### src/rtl/fetch_unit.sv
// fetch_unit
// ----------
// Instruction fetch stage feeding the decode unit. It holds the program
// counter and issues in-order word requests to instruction memory. Each
// returned word is buffered with its address in a small in-order queue, and
// the queue head is offered to decode one instruction per cycle.
//
// Handshakes (both sides use the same rule): a transfer happens in a cycle
// where valid and ready are both high. Valid never depends on ready of the
// same interface. memReqValid_o/memReqReady_i move a request to memory;
// instructionValid_o/decodeReady_i move the queue head to decode.
//
// Ports
//   clock_i               rising-edge clock
//   reset_i               asynchronous active-low reset
//   enable_i              high permits new memory requests
//   redirect_i            flush the queue and restart fetch at redirectAddress_i
//   redirectAddress_i     new PC (two least significant bits are forced to 0)
//   memReqValid_o         request valid
//   memReqAddress_o       request word address (current PC)
//   memReqReady_i         memory accepts the request this cycle
//   memRespValid_i        response valid (in request order, >=1 cycle later)
//   memRespInstruction_i  returned instruction word
//   instructionValid_o    queue head valid to decode
//   instruction_o         queue head instruction
//   instructionAddress_o  queue head address
//   decodeReady_i         decode consumes the head this cycle
module fetch_unit #(
  parameter int unsigned                   instructionWidth = 32,
  parameter int unsigned                   addressSize      = 64,
  parameter logic [0:addressSize-1]        resetAddress     = '0,
  parameter int unsigned                   queueDepth       = 4,
  parameter int unsigned                   queueIndexWidth  = 2
) (
  input  logic                            clock_i,
  input  logic                            reset_i,
  input  logic                            enable_i,
  input  logic                            redirect_i,
  input  logic [0:addressSize-1]          redirectAddress_i,
  output logic                            memReqValid_o,
  output logic [0:addressSize-1]          memReqAddress_o,
  input  logic                            memReqReady_i,
  input  logic                            memRespValid_i,
  input  logic [0:instructionWidth-1]     memRespInstruction_i,
  output logic                            instructionValid_o,
  output logic [0:instructionWidth-1]     instruction_o,
  output logic [0:addressSize-1]          instructionAddress_o,
  input  logic                            decodeReady_i
);

  localparam int unsigned CountWidth = queueIndexWidth + 1;

  typedef logic [queueIndexWidth-1:0] ptr_t;
  typedef logic [CountWidth-1:0]      cnt_t;

  localparam logic [0:addressSize-1] PcStep   = addressSize'(4);
  localparam cnt_t                   CountOne = cnt_t'(1);
  localparam cnt_t                   CountMax = cnt_t'(queueDepth);
  localparam ptr_t                   PtrOne   = ptr_t'(1);

  // Program counter and queue storage
  logic [0:addressSize-1]      pc_q, pc_d;
  logic [0:addressSize-1]      addr_q   [queueDepth];
  logic [0:addressSize-1]      addr_d   [queueDepth];
  logic [0:instructionWidth-1] instr_q  [queueDepth];
  logic [0:instructionWidth-1] instr_d  [queueDepth];
  logic [queueDepth-1:0]       filled_q, filled_d;

  // Pointers and counters
  ptr_t alloc_ptr_q, alloc_ptr_d;
  ptr_t fill_ptr_q,  fill_ptr_d;
  ptr_t head_ptr_q,  head_ptr_d;
  cnt_t count_q,     count_d;
  // Allocated entries still waiting for their response.
  cnt_t pending_q,   pending_d;
  // Responses still owed by memory for requests flushed by a redirect.
  cnt_t drop_q,      drop_d;

  logic req_valid;
  logic req_fire;
  logic head_valid;
  logic consume;
  logic resp_drop;
  logic resp_fill;
  cnt_t inflight_total;

  // The two address bits below word granularity are never used.
  logic unused_redirect_lsbs;
  assign unused_redirect_lsbs = ^redirectAddress_i[addressSize-2:addressSize-1];

  // Request is held low during reset even though the registers already hold
  // their reset values, so memory never sees a request while reset is low.
  assign req_valid  = reset_i & enable_i & ~redirect_i & (count_q < CountMax);
  assign req_fire   = req_valid & memReqReady_i;
  assign head_valid = filled_q[head_ptr_q] & ~redirect_i;
  assign consume    = head_valid & decodeReady_i;
  assign resp_drop  = memRespValid_i & (drop_q != '0);
  assign resp_fill  = memRespValid_i & (drop_q == '0) & ~redirect_i;

  // Everything memory still owes us; used to size the drop budget on redirect.
  assign inflight_total = drop_q + pending_q;

  // Next-state logic
  always_comb begin
    pc_d        = pc_q;
    addr_d      = addr_q;
    instr_d     = instr_q;
    filled_d    = filled_q;
    alloc_ptr_d = alloc_ptr_q;
    fill_ptr_d  = fill_ptr_q;
    head_ptr_d  = head_ptr_q;
    count_d     = count_q;
    pending_d   = pending_q;
    drop_d      = drop_q;

    if (redirect_i) begin
      pc_d        = {redirectAddress_i[0:addressSize-3], 2'b00};
      for (int i = 0; i < queueDepth; i++) begin
        addr_d[i]  = '0;
        instr_d[i] = '0;
      end
      filled_d    = '0;
      alloc_ptr_d = '0;
      fill_ptr_d  = '0;
      head_ptr_d  = '0;
      count_d     = '0;
      pending_d   = '0;
      // A response arriving in the redirect cycle is itself discarded, so
      // it no longer counts as owed.
      if (memRespValid_i && (inflight_total != '0)) begin
        drop_d = inflight_total - CountOne;
      end else begin
        drop_d = inflight_total;
      end
    end else begin
      // Allocation, fill and consume always touch different entries:
      // allocation needs a free slot, fill targets an allocated unfilled
      // slot and consume targets a filled slot.
      if (req_fire) begin
        addr_d[alloc_ptr_q]   = pc_q;
        instr_d[alloc_ptr_q]  = '0;
        filled_d[alloc_ptr_q] = 1'b0;
        alloc_ptr_d           = alloc_ptr_q + PtrOne;
        pc_d                  = pc_q + PcStep;
      end

      if (resp_fill) begin
        instr_d[fill_ptr_q]  = memRespInstruction_i;
        filled_d[fill_ptr_q] = 1'b1;
        fill_ptr_d           = fill_ptr_q + PtrOne;
      end

      if (consume) begin
        addr_d[head_ptr_q]   = '0;
        instr_d[head_ptr_q]  = '0;
        filled_d[head_ptr_q] = 1'b0;
        head_ptr_d           = head_ptr_q + PtrOne;
      end

      if (req_fire && !consume) begin
        count_d = count_q + CountOne;
      end else if (!req_fire && consume) begin
        count_d = count_q - CountOne;
      end

      if (req_fire && !resp_fill) begin
        pending_d = pending_q + CountOne;
      end else if (!req_fire && resp_fill) begin
        pending_d = pending_q - CountOne;
      end

      if (resp_drop) begin
        drop_d = drop_q - CountOne;
      end
    end
  end

  // State registers
  always_ff @(posedge clock_i or negedge reset_i) begin
    if (!reset_i) begin
      pc_q        <= resetAddress;
      for (int i = 0; i < queueDepth; i++) begin
        addr_q[i]  <= '0;
        instr_q[i] <= '0;
      end
      filled_q    <= '0;
      alloc_ptr_q <= '0;
      fill_ptr_q  <= '0;
      head_ptr_q  <= '0;
      count_q     <= '0;
      pending_q   <= '0;
      drop_q      <= '0;
    end else begin
      pc_q        <= pc_d;
      addr_q      <= addr_d;
      instr_q     <= instr_d;
      filled_q    <= filled_d;
      alloc_ptr_q <= alloc_ptr_d;
      fill_ptr_q  <= fill_ptr_d;
      head_ptr_q  <= head_ptr_d;
      count_q     <= count_d;
      pending_q   <= pending_d;
      drop_q      <= drop_d;
    end
  end

  // Outputs
  always_comb begin
    memReqValid_o        = req_valid;
    memReqAddress_o      = pc_q;
    instructionValid_o   = head_valid;
    instruction_o        = instr_q[head_ptr_q];
    instructionAddress_o = addr_q[head_ptr_q];
  end

endmodule

### config.mk
export PLATFORM = sky130hd
export DESIGN_NAME = fetch_unit
export DESIGN_NICKNAME = d
export VERILOG_FILES = /design/src/rtl/fetch_unit.sv
export SDC_FILE = /design/constraint.sdc
export NUM_CORES = 1
export LEC_CHECK = 0
export ABC_AREA = 1
export CORE_MARGIN = 3
export CORE_UTILIZATION = 45
export DETAILED_ROUTE_END_ITERATION = 7
export GPL_TIMING_DRIVEN = 0
export PLACE_DENSITY = 0.65
export SLEW_MARGIN = 20
export SYNTH_ARGS = -nofsm -noshare
export SYNTH_HDL_FRONTEND = slang
export SYNTH_SLANG_ARGS = --single-unit
export TNS_END_PERCENT = 20
### constraint.sdc
create_clock -name clock_i -period 2.85 [get_ports clock_i]
set_input_delay 0.57 -clock clock_i [delete_from_list [all_inputs] [get_ports clock_i]]
set_output_delay 0.57 -clock clock_i [all_outputs]
set_load 0.1 [all_outputs]
### Word level (Yosys, flattened, before mapping)

Cells that the tools add are included.

* flip-flop bits (word level): 467
* bits of input ports: 103
* output and inout port bits: 162
* word-level logic and storage cells: 146

* add/sub/neg operators: 11
* magnitude comparators: 13
* mux-type cells: 59
* bitwise operators: 24
* reductions and logical operators: 23

Operator list (number)
* 2-to-1 mux 256 bit: 4
* 2-to-1 mux 128 bit: 6
* 2-to-1 mux 64 bit: 6
* AND 128 bit: 2
* AND 256 bit: 1
* bitwise mux 256 bit: 1
* demux 64 bit (select 2 bit): 2
* NOT 128 bit: 2
* NOT 256 bit: 1
* demux 32 bit (select 2 bit): 3
* 2-to-1 mux 32 bit: 5
* binary-select mux 64 bit (select 2 bit): 1
* bitwise mux 128 bit: 1
* adder 64 x 3 -> 64 bit, second input constant: 1
* binary-select mux 32 bit (select 2 bit): 1
* 2-to-1 mux 3 bit: 9
* 2-to-1 mux 4 bit: 6
* 2-to-1 mux 2 bit: 6
* nonzero test 3 bit: 4
* subtractor 3 x 1 -> 3 bit, second input constant: 4
* logical AND 1 bit: 11
* AND 1 bit: 9
* greater-or-equal comparator 3 bit, second input constant: 3
* < comparator 2 x 3 -> 1 bit, second input constant: 3
* 17 further kinds: 38

### Depth between registers and ports, before layout

Gate-level depths: netlist of the first run.

* depth in word-level cells: 15
* mapped depth: 14
* mapped depth without buffers: 14

### Worst setup path before layout of the first run

No wires, ideal clock.

* path kind: register -> output
* start: register head_ptr_q[0]
* end: output instructionAddress_o[10] in the netlist's numbering
* arrival: 2.892 ns
* required time: 2.280 ns
* setup slack: -0.612 ns
* cell stages (with the launch flop): 7
* buffers on the path: 4
* path through: dfrtp_1 buf_2 clkbuf_1 clkbuf_1 clkbuf_1 nor2_1 o22ai_1

* word-level cells in the longest chain between the ends: 4

Ends and longest elaborated chain
* from (decl): line 72 `ptr_t head_ptr_q, head_ptr_d;`
* from (signal assigned): line 200 `head_ptr_q <= head_ptr_d;`
* NOT 2 -> 3 bit (implied by the code): line 213 `instructionAddress_o = addr_q[head_ptr_q];`
* binary-select mux 64 bit (select 2 bit): line 213
* 2-to-1 mux 64 bit (implied by the code) (2 in a row): line 213
* to (decl): line 47 `output logic [0:addressSize-1] instructionAddress_o,`

No other way between the ends. The select of a mux whose other input is x is not followed.

### Worst setup path in the final report of the first run

* start: register head_ptr_q[1]
* end: output instructionAddress_o[6] in the netlist's numbering

The elaborated chain is that of the path after synthesis.

==> key figures, run 1 <==
Outcome
  • Failing checks: negative hold slack, negative setup slack
  • Outcome: finished, violations left

STA
  • Fin. Hold Viols: 3
  • Minimum clock period: 2.85 ns
  • Finish-stage setup viols: 1
  • Max Fclk: 351 MHz
  • Period utilization: 100%
  • Final Max Slew Viols: 0
  • TNS Setup: -0.00116 ns
  • Skew final: 0.0248 ns
  • Slew HR: 25.7%
  • RSZ-0062 raised after global routing: yes
  • Hold_ws: -0.00618 ns
  • Worst slew pin tran: 1.12 ns
  • PnR worst setup slack: -0.00116 ns

Floorplan
  • Boundary Pins: 265
  • Die span in y: 235 µm
  • Die extent in x: 235 µm
  • Die footprint: 0.0553 mm²
  • Num rows: 83
  • Core ar.: 0.0516 mm²
  • Initial Util: 45.8%

Final layout
  • Most common cell after layout, fill and taps aside: nor2_1
  • Most frequent cells in the layout: nor2_1, dfrtp_1, nand2_1, o21ai_0, a211oi_1
  • Area of the multi-input gates: 0.0109 mm²
  • Final core utilization: 58.9%
  • Fill count: 4,654
  • Layout area overhead: 28.5%
  • Ratio of cells with drive above 1 in the final layout: 13.2%
  • Nets: 3,400
  • Sequential Area: 0.0116 mm²
  • Fin cells: 3,990

Detailed routing
  • Initial DRT Pass Iterations: 5
  • Initial drt markers: 2,462
  • DRC Markers: 0
  • Routed len/inst: 23.7 µm
  • Detailed Route WL: 94,700 µm
  • ANT nets after route: 0
  • Via count: 23,600
  • Vias per inst: 5.92

Placement
  • Dpl cells: 3,893
  • Placer congestion estimate: 0.998
  • DPL Wire Length: 67,500 µm
  • Port buffer count: 260

Critical path
  • Critical-path maximum fanout: 11
  • CP startpoint kind: flip-flop
  • Crit-path max cell delay: 0.40 ns
  • WP buf/inv: 5
  • R2R Path Start: head_ptr_q[0]
  • Crit-path cells: buf_12, inv_8, clkbuf_16, clkbuf_8, o21ai_0, o22ai_2, buf_12
  • CP required: 2.28 ns
  • Slowest CP cell: dfrtp_1
  • CP delay by family, top: buffers and inverters
  • Crit-path most repeated cell: buf_12
  • Crit end category: primary output
  • WS Path Type: flip-flop to primary output
  • Crit path from: head_ptr_q[1]
  • Worst path arrival time: 2.28 ns

CTS
  • Root Buffer: clkbuf_16
  • CTS Buf Count: 52
  • H-Tree Depth: 2
  • CTS tree: done
  • Clock slew at reported path FFs: 0.06 ns
  • Clock Path Buffers: 3
  • Clock latency on the worst-skew pair: 0.61 ns
  • Clock Sinks: 465

Run
  • Number of max-cap violations: 0

Global route
  • Vias in the first global route: 23,600
  • First-pass GRT wire length: 144,000 µm
  • Met2 usage: 54.6%
  • Grt met3 use: 6.30%
  • GRT Total Usage: 33.5%
  • Most used routing layer: met2
  • Pin count of the biggest net entering global routing: 102
  • Initial antenna violation count: 3
  • Grt met1 use: 44.4%
  • Grt total ovfl: 0

Synthesis
  • Post-Syn Area per Cell: 8.02 µm²
  • Yosys warnings: 0
  • Post-synth cell types: 32
  • Synth top area share: 49.2%
  • Synth area leader: dfrtp_1
  • Sequential area share after synthesis: 49.2%
  • Largest cells by area after synthesis: dfrtp_1, nor2_1, a211oi_1, nand2_1, o21ai_0
  • Post-Synthesis Cells: 2,947
  • Synthesized cell area: 0.0236 mm²
  • FF+latch count, synth: 465

Power and ir drop
  • Switch share: 37.6%
  • Sequential power share: 36.2%
  • Cell leakage power: 13.7 nW
  • Clock power share: 33.6%
  • Combinational share of power: 30.2%
  • Psw: 7.41 mW
  • Peak VDD IR: 0.474 mV
  • PwrDens: 650 mW/mm²
  • Final Power: 19.7 mW
  • Internal power: 12.3 mW

Hold path
  • Hold Crit Class: input pin to async pin
## layer usage
layer	vias up	share of wire [%]
met4	6	4.2
met1	11500	40
met5	-	0.047
met2	1248	47
li1	10600	-
met3	243	8.6
## what timing repair did
item,4_1_cts,5_1_grt
hold endpoints to repair,27,0
pin swaps,13,7
cloned,5,0
setup buffers,2,0
hold buffers,2,0
resized for setup,957,65
setup endpoints to repair,450,138
## per-stage QoR
stage	setup WS (ns)	instance area, µm²	hold WS (ns)
2_1_floorplan	-0.612	23800	0.274
3_3_place_gp	-19.42	27200	0.465
3_5_place_dp	-2.21	27400	0.455
4_1_cts	-0.0122	30200	0.00739
5_1_grt	-0.0513	30400	0.0186
6_report	-0.00116	30400	-0.00618
## cell type report
class	count	area share, %
Tap cell	680	2.80
Sequential cell	465	38.3
Multi-Input combinational cell	2118	36.0
Inverter	144	1.85
Antenna cell	1	0.00824
Buffer	221	4.94
Clock buffer	78	5.04
Clock inverter	9	0.358
Timing Repair Buffer	274	10.7
## cells in the mapped netlist
cell type    n
a211oi_1   237
a21oi_1    136
a21oi_4      1
a31oi_1      1
buf_1        9
buf_2       68
buf_4       19
clkbuf_1   125
clkinv_1     2
conb_1       1
dfrtp_1    465
fa_1         3
ha_1        18
inv_1      139
inv_2        3
nand2_1    395
nand2_2      3
nand3_1     81
nand4_1      5
nor2_1     696
nor2_2       8
nor3_1     100
nor3_2      14
nor3_4       1
o211ai_1     8
o21ai_0    253
o21bai_1     8
o221ai_1     8
o22ai_1     97
o32ai_1      1
xnor2_1      1
xor2_1      41
## kinds of logic after synthesis
kind of cell | after synthesis | synth area share, %
xor+xnor | 42 | 1.56
simple gates | 1303 | 22.2
fa+ha+maj | 21 | 1.21
flops | 465 | 49.2
other cells | 1 | 0.0159
buf+inv | 365 | 6.46
compound gates | 750 | 19.3
## sequential cells by signal (all words and copies together), names as in the netlist
name,count
addr_q,256
alloc_ptr_q,2
count_q,3
drop_q,3
fill_ptr_q,2
filled_q,4
head_ptr_q,2
instr_q,128
memReqAddress_o,62
pending_q,3
## path summary, 6_finish.rpt
check / cells after the start / slack [ns] / endpoint
max in group asynchronous: 4 / 1.55 / addr_q[108]
setup reg to reg: 10 / 0.03 / filled_q[3]
setup / recovery: 7 / -0.001 / instructionAddress_o[6]
hold reg to reg: 2 / 0.49 / count_q[0]
min in group clock_i: 2 / 0.49 / count_q[0]
hold / removal: 2 / -0.006 / instr_q[30]
## power by group through the flow
stage / Clock, mW / Combinational, mW / Sequential (mW)
3_5_place_dp: 0 / 5.42 / 7.25
5_1_grt: 6.97 / 6.24 / 7.17
2_1_floorplan: 0 / 3.10 / 7.82
4_1_cts: 6.68 / 5.85 / 7.13
6_report: 6.64 / 5.95 / 7.15
3_3_place_gp: 0 / 5.34 / 7.26
No activity file was read; power rests on OpenSTA's default activity.
==> inputs of run 2 (changes only) <==
REMOVE_ABC_BUFFERS = 1   (was default)
==> run 2 against run 1 <==
- the flow finishes with violations (negative setup slack)
- worst setup slack worse by 0.056 ns
- utilization increased by 2.5 points
- clock power up 4.8%
==> key figures, run 2 (synthesis results as in run 1) <==
Detailed routing
  • Initial drt markers: 2,337 (-5.1%)
  • Initial DRT Pass Iterations: 5 (unchanged)
  • DRC Markers: 0 (unchanged)
  • ANT nets after route: 0 (unchanged)
  • Vias per inst: 6.03 (+1.8%)
  • Routed len/inst: 24.5 µm (+3.3%)
  • Via count: 23,500 (-0.76%)
  • Detailed Route WL: 95,400 µm (+0.71%)

Final layout
  • Layout area overhead: 34.0%
  • Nets: 3,294 (-3.1%)
  • Max FFs per register: 256 (unchanged)
  • Most common cell after layout, fill and taps aside: nor2_1
  • Biggest register: addr_q
  • Ratio of cells with drive above 1 in the final layout: 13.9% (+0.69 points)
  • Ant diodes: 0 (-1)
  • Most frequent cells in the layout: nor2_1, dfrtp_1, nand2_1, a211oi_1, o21ai_0

Floorplan
  • Die span in y: 235 µm (unchanged)
  • Die footprint: 0.0553 mm² (unchanged)
  • Core ar.: 0.0516 mm² (unchanged)
  • Num rows: 83 (unchanged)
  • Boundary Pins: 265 (unchanged)
  • Initial Util: 45.8% (unchanged)
  • Die extent in x: 235 µm (unchanged)

CTS
  • CTS tree: done
  • Clock Sinks: 465 (unchanged)
  • Root Buffer: clkbuf_16
  • Clock latency on the worst-skew pair: 0.63 ns (+0.02 ns)
  • Clock slew at reported path FFs: 0.06 ns (about the same)
  • CTS Buf Count: 51 (-1.9%)
  • Clock Path Buffers: 3 (unchanged)
  • H-Tree Depth: 2 (unchanged)

STA
  • Fin. Hold Viols: 0 (-3)
  • Skew final: 0.0290 ns (+0.00419 ns)
  • Hold_ws: 0.0145 ns (+0.0207 ns)
  • PnR worst setup slack: -0.0569 ns (-0.0557 ns)
  • Minimum clock period: 2.91 ns (+0.0557 ns)
  • Final Max Slew Viols: 0 (unchanged)
  • Worst slew pin tran: 1.09 ns (-0.0281 ns)
  • Period utilization: 102% (+2.0 points)
  • RSZ-0062 raised after global routing: yes
  • Slew HR: 27.5% (+1.9 points)
  • Finish-stage setup viols: 12 (+11)
  • Max Fclk: 344 MHz (-1.9%)

Critical path
  • CP required: 2.28 ns (about the same)
  • Worst path arrival time: 2.34 ns (+0.06 ns)
  • Crit end category: primary output
  • Critical-path maximum fanout: 6 (-5)
  • CP startpoint kind: flip-flop
  • WS Path Type: flip-flop to primary output

Power and ir drop
  • Cell leakage power: 14.1 nW (+3.0%)
  • Peak VDD IR: 0.523 mV (+10%)
  • PwrDens: 644 mW/mm² (-0.85%)

Global route
  • First-pass GRT wire length: 145,000 µm (+0.37%)
  • Grt total ovfl: 0 (unchanged)
  • Pin count of the biggest net entering global routing: 100 (-2.0%)
  • GRT Total Usage: 33.8% (+0.26 points)
  • Vias in the first global route: 23,200 (-2.1%)
  • Initial antenna violation count: 3 (unchanged)

Placement
  • DPL Wire Length: 55,300 µm (-18%)
  • Pre-CTS setup slack: -1.56 ns (+0.651 ns)
  • Port buffer count: 260 (unchanged)
  • Placer congestion estimate: 0.918 (-8.0%)

Run
  • Number of max-cap violations: 0 (unchanged)

Outcome
  • Outcome: finished, violations left
  • Failing checks: negative setup slack

Hold path
  • Hold Crit Class: input pin to async pin
==> run 2: cell types whose count changed in the layout (fill, tap and decap cells not counted), moves of 13 or more <==
| cell | delta |
|---|---|
| clkdlybuf4s50_1 | -14 |
| clkbuf_1 | -68 |
| clkbuf_16 | -13 |
| o21ai_1 | +15 |
| dlymetal6s2s_1 | +21 |
| clkbuf_2 | -16 |
| o22ai_2 | -30 |
| buf_12 | +51 |
| buf_2 | -69 |
| o22ai_1 | +18 |
| clkbuf_8 | -22 |
| nor2_1 | -15 |
| buf_16 | +41 |
| o21ai_0 | -32 |
==> run 2: cell type report <==
type / instances / area, µm²
Timing Repair inverter: 4 / 46.3
Timing Repair Buffer: 385 / 5610
Inverter: 144 / 588
Sequential cell: 465 / 11600
Clock inverter: 21 / 280
Fill cell: 4368 / 20000
Tap cell: 680 / 851
Multi-Input combinational cell: 2119 / 11200
Clock buffer: 72 / 1440
==> run 2: power by group <==
group | switching (mW) | total, mW | internal (mW)
Combinational | 4.44 | 6.27 | 1.84
Clock | 2.90 | 6.96 | 4.06
Sequential | 0.309 | 7.17 | 6.86
Total | 7.64 | 20.4 | 12.8
==> run 2: critical path, cell delays in order, from the launching register on <==
cell	delay (ns)
dfrtp_4	0.52
buf_12	0.16
clkinv_16	0.07
buf_12	0.14
buf_12	0.13
buf_16	0.14
buf_12	0.13
o21ai_2	0.12
o22ai_2	0.10
buf_12	0.18
==> run 2: what timing repair did <==
action | CTS | global route
setup endpoints to repair | 554 | 233
resized for setup | 894 | 115
gates cloned | 27 | 0
hold endpoints to repair | 30 | 0
setup buffers | 36 | 9
pin swaps | 36 | 27
hold buffers | 2 | 0
==> run 2: worst paths after layout <==
kind                                from             endpoint  slack (ns)  depth (start not counted)
setup reg to reg           head_ptr_q[0]          addr_q[174]        0.06                         13
setup / recovery           head_ptr_q[0]    instruction_o[23]       -0.06                          9
max in group asynchronous        reset_i          addr_q[190]        1.59                          4
hold / removal                   reset_i         instr_q[124]        0.01                          2
min in group clock_i          redirect_i  memReqAddress_o[59]        0.44                          3
hold reg to reg               count_q[0]           count_q[0]        0.48                          2
==> run 2: per-layer routing <==
layer  share of wire [%]  vias up  track usage, %
li1                    -    10400               -
met1                  39    11400            44.7
met2                  46     1362            52.4
met3                  11      276            8.88
met4                 4.7        6            15.1
met5               0.038        -               0
==> run 2: through the flow <==
stage	setup TNS [ns]	power, mW	util, %	cells	cell area, µm²
after floorplan	-2338.61	10.8	-	2727	22600
after global placement	-	12.5	50.6	3667	26100
after detailed placement	-326.63	12.7	53.4	3726	27500
after CTS	-3.20	20.3	60.7	3884	31300
after global routing	-1.95	21.0	61.3	3890	31700
final	-0.314	20.4	61.3	3890	31700
==> inputs of run 3 (changes only) <==
ABC_AREA = 0   (was 1)
PLACE_DENSITY = 0.66   (was 0.65)
==> run 3 against run 2 <==
- the run still ends with negative setup slack left
- die area down 5.6%
- count of clock-buffer cells in the layout increased by 6
- highest routed layer unchanged
- critical endpoint is now instruction_o[20]
- sequential power is 2% lower
- sequential share of layout area is 4.9 points higher
- cell count decreased by 20%
- critical path depth is 6 lower
- clock skew barely moved
- wire length shrank 21%
- non-clock buffer count is 65 lower
==> key figures, run 3 <==
Outcome
  • Outcome: finished, violations left
  • Failing checks: negative setup slack

Detailed routing
  • Vias per inst: 6.01 (-0.32%)
  • Via count: 18,800 (-20%)
  • ANT nets after route: 0 (unchanged)
  • Initial DRT Pass Iterations: 7 (+2)
  • Routed len/inst: 24.3 µm (-0.98%)
  • DRC Markers: 0 (unchanged)
  • Initial drt markers: 1,617 (-31%)
  • Detailed Route WL: 75,800 µm (-21%)

Global route
  • Initial antenna violation count: 4 (+1)
  • Grt total ovfl: 0 (unchanged)
  • First-pass GRT wire length: 117,000 µm (-19%)
  • Pin count of the biggest net entering global routing: 101 (+1.0%)
  • GRT Total Usage: 28.8% (-4.9 points)
  • Vias in the first global route: 19,500 (-16%)

Final layout
  • Ratio of cells with drive above 1 in the final layout: 16.0% (+2.1 points)
  • Most common cell after layout, fill and taps aside: nand2_1
  • Biggest register: addr_q
  • Ant diodes: 0 (unchanged)
  • Fin cells: 3,123 (-20%)
  • Most frequent cells in the layout: nand2_1, dfrtp_1, a21oi_1, nor2_1, a22oi_1
  • Layout area overhead: 25.4%
  • Fill count: 4,106 (-6.0%)
  • Nets: 2,550 (-23%)
  • Max FFs per register: 256 (unchanged)

Critical path
  • Crit-path cells: buf_6, mux4_2, clkdlybuf4s15_2
  • Worst path arrival time: 2.30 ns (-0.04 ns)
  • CP startpoint kind: flip-flop
  • R2R Path Start: drop_q[0]
  • CP required: 2.28 ns (about the same)
  • R2r endpoint: instr_q[80]
  • R2r setup slk: 0.11 ns (+0.05 ns)
  • Crit end category: primary output
  • Slowest CP cell: mux4_2
  • Worst Reg-to-Reg Cells: 10 (-3)
  • Crit-path max cell delay: 0.53 ns (about the same)
  • Critical-path maximum fanout: 6 (unchanged)
  • WS Path Type: flip-flop to primary output

Placement
  • DPL Wire Length: 45,300 µm (-18%)
  • Pre-CTS setup slack: -1.45 ns (+0.116 ns)
  • Port buffer count: 260 (unchanged)
  • Dpl cells: 3,005 (-19%)
  • Placer congestion estimate: 0.779 (-15%)

Floorplan
  • Die footprint: 0.0522 mm² (-5.6%)
  • Boundary Pins: 265 (unchanged)
  • Die span in y: 228 µm (-2.8%)
  • Die extent in x: 228 µm (-2.8%)
  • Initial Util: 46.1% (+0.29 points)
  • Core ar.: 0.0483 mm² (-6.3%)
  • Num rows: 80 (-3.6%)

Synthesis
  • Synth top area share: 52.2% (+3.0 points)
  • Adder-cell share of the synthesized area: 1.28% (+0.074 points)
  • Ys flop type: dfrtp_1
  • Asr flop ratio synth: 100% (unchanged)
  • Mux contribution to synthesized area: 10.3% (+10 points)
  • Synthesized cell area: 0.0223 mm² (-5.7%)
  • Yosys warnings: 0 (unchanged)
  • FF+latch count, synth: 465 (unchanged)
  • Sequential area share after synthesis: 52.2% (+3.0 points)
  • Area fraction in compound gates after synthesis: 12.8% (-6.5 points)
  • Post-Synth Simple-Gate Area: 17.1% (-5.2 points)
  • Post-Synthesis Cells: 2,270 (-23%)
  • Largest cells by area after synthesis: dfrtp_1, nand2_1, mux4_2, a21oi_1, a22oi_1
  • Cell with the most instances after synthesis: nand2_1
  • Largest family of logic cells by synthesized area: simple AND/OR/NAND/NOR gates
  • Synth area leader: dfrtp_1
  • Synth Area in XOR/XNOR: 1.65% (+0.095 points)
  • Post-synth cell types: 61 (+91%)
  • Top post-synthesis cells by count: nand2_1, dfrtp_1, a21oi_1
  • Post-Syn Area per Cell: 9.81 µm² (+22%)
  • EDFF count, synth: 0 (unchanged)

CTS
  • H-Tree Depth: 2 (unchanged)
  • CTS tree: done
  • Clock latency on the worst-skew pair: 0.61 ns (-0.02 ns)
  • Clock Sinks: 465 (unchanged)
  • Clock slew at reported path FFs: 0.06 ns (about the same)
  • Clock Path Buffers: 3 (unchanged)
  • CTS Buf Count: 50 (-2.0%)
  • Root Buffer: clkbuf_16

STA
  • Worst slew pin tran: 1.11 ns (+0.0182 ns)
  • Slew HR: 26.3% (-1.2 points)
  • Hold_ws: 0.000935 ns (-0.0136 ns)
  • Period utilization: 101% (-1.2 points)
  • PnR worst setup slack: -0.0216 ns (+0.0353 ns)
  • Skew final: 0.0292 ns (+0.000122 ns)
  • Max Fclk: 348 MHz (+1.2%)
  • Finish-stage setup viols: 6 (-6)
  • Final Max Slew Viols: 0 (unchanged)
  • TNS Setup: -0.0658 ns (+0.249 ns)
  • Minimum clock period: 2.87 ns (-0.0353 ns)
  • RSZ-0062 raised after global routing: yes
  • Fin. Hold Viols: 0 (unchanged)

Power and ir drop
  • Psw: 4.78 mW (-37%)
  • Combinational share of power: 14.8% (-16 points)
  • Sequential power share: 43.0% (+7.9 points)
  • PwrDens: 587 mW/mm² (-8.9%)
  • Clock power share: 42.2% (+8.1 points)
  • Final Power: 16.4 mW (-20%)
  • Cell leakage power: 11.6 nW (-18%)
  • Switch share: 29.2% (-8.3 points)
  • Internal power: 11.6 mW (-9.0%)
  • Peak VDD IR: 0.460 mV (-12%)

Hold path
  • Hold Crit Class: input pin to async pin

Run
  • Number of max-cap violations: 0 (unchanged)
## run 3: final cells by class
cell class / count / area, µm² / area share [%]
Clock buffer: 78 / 1540 / 5.50
Clock inverter: 15 / 219 / 0.784
Inverter: 20 / 77.6 / 0.278
Multi-Input combinational cell: 1569 / 9800 / 35.1
Sequential cell: 465 / 11600 / 41.7
Tap cell: 656 / 821 / 2.94
Timing Repair Buffer: 320 / 3840 / 13.7
## run 3: worst max-delay path, delay by kind of cell (launching register included)
family   cells  cell delay, ns
mux          1            0.53
flops        1            0.49
buf+inv      2            0.68
## run 3: timing repair
item | in CTS | in global routing
resized for setup | 683 | 35
pin swaps | 1 | 3
hold endpoints to repair | 65 | 0
hold buffers | 4 | 0
cloned | 4 | 1
setup buffers | 10 | 6
setup endpoints to repair | 581 | 127
## run 3: per-stage QoR
stage          cell area (µm²)  util, %
2_1_floorplan            21300        -
3_3_place_gp             24700     51.2
3_5_place_dp             25700     53.2
4_1_cts                  27800     57.5
5_1_grt                  27900     57.8
6_report                 27900     57.8
## run 3: logic make-up after synthesis
group,count (synthesis)
AND/OR/NAND/NOR,917
XOR/XNOR,42
AO/OA/AOI/OAI,479
buffers and inverters,237
adder cells (fa/ha/maj),21
flip-flops,465
other,1
multiplexers,108
## run 3: how the worst max path moves through the flow
stage,start,end,slack (ns)
2_1_floorplan,head_ptr_q[0],addr_q[192],-3.79
3_3_place_gp,reset_i,instr_q[94],-21.70
3_5_place_dp,reset_i,addr_q[112],-1.45
4_1_cts,memReqAddress_o[61],memReqAddress_o[2],-0.12
5_1_grt,head_ptr_q[0],instruction_o[28],-0.07
6_report,head_ptr_q[0],instruction_o[20],-0.02
## run 3: power groups by stage
| stage | combinational [mW] | clock [mW] | sequential [mW] |
|---|---|---|---|
| 2_1_floorplan | 0.869 | 0 | 7.68 |
| 3_3_place_gp | 2.25 | 0 | 7.19 |
| 3_5_place_dp | 2.40 | 0 | 7.16 |
| 4_1_cts | 2.42 | 7.02 | 7.04 |
| 5_1_grt | 2.57 | 7.28 | 7.07 |
| 6_report | 2.43 | 6.92 | 7.05 |
## run 3: layer usage
layer	GRT usage, %	up-vias	routed length [µm]	part of all wire [%]
li1	-	8125	-	-
met1	37.0	9538	29200	38
met2	46.7	938	36300	48
met3	8.67	163	7950	10
met4	10.4	6	2420	3.2
met5	0	-	46	0.061
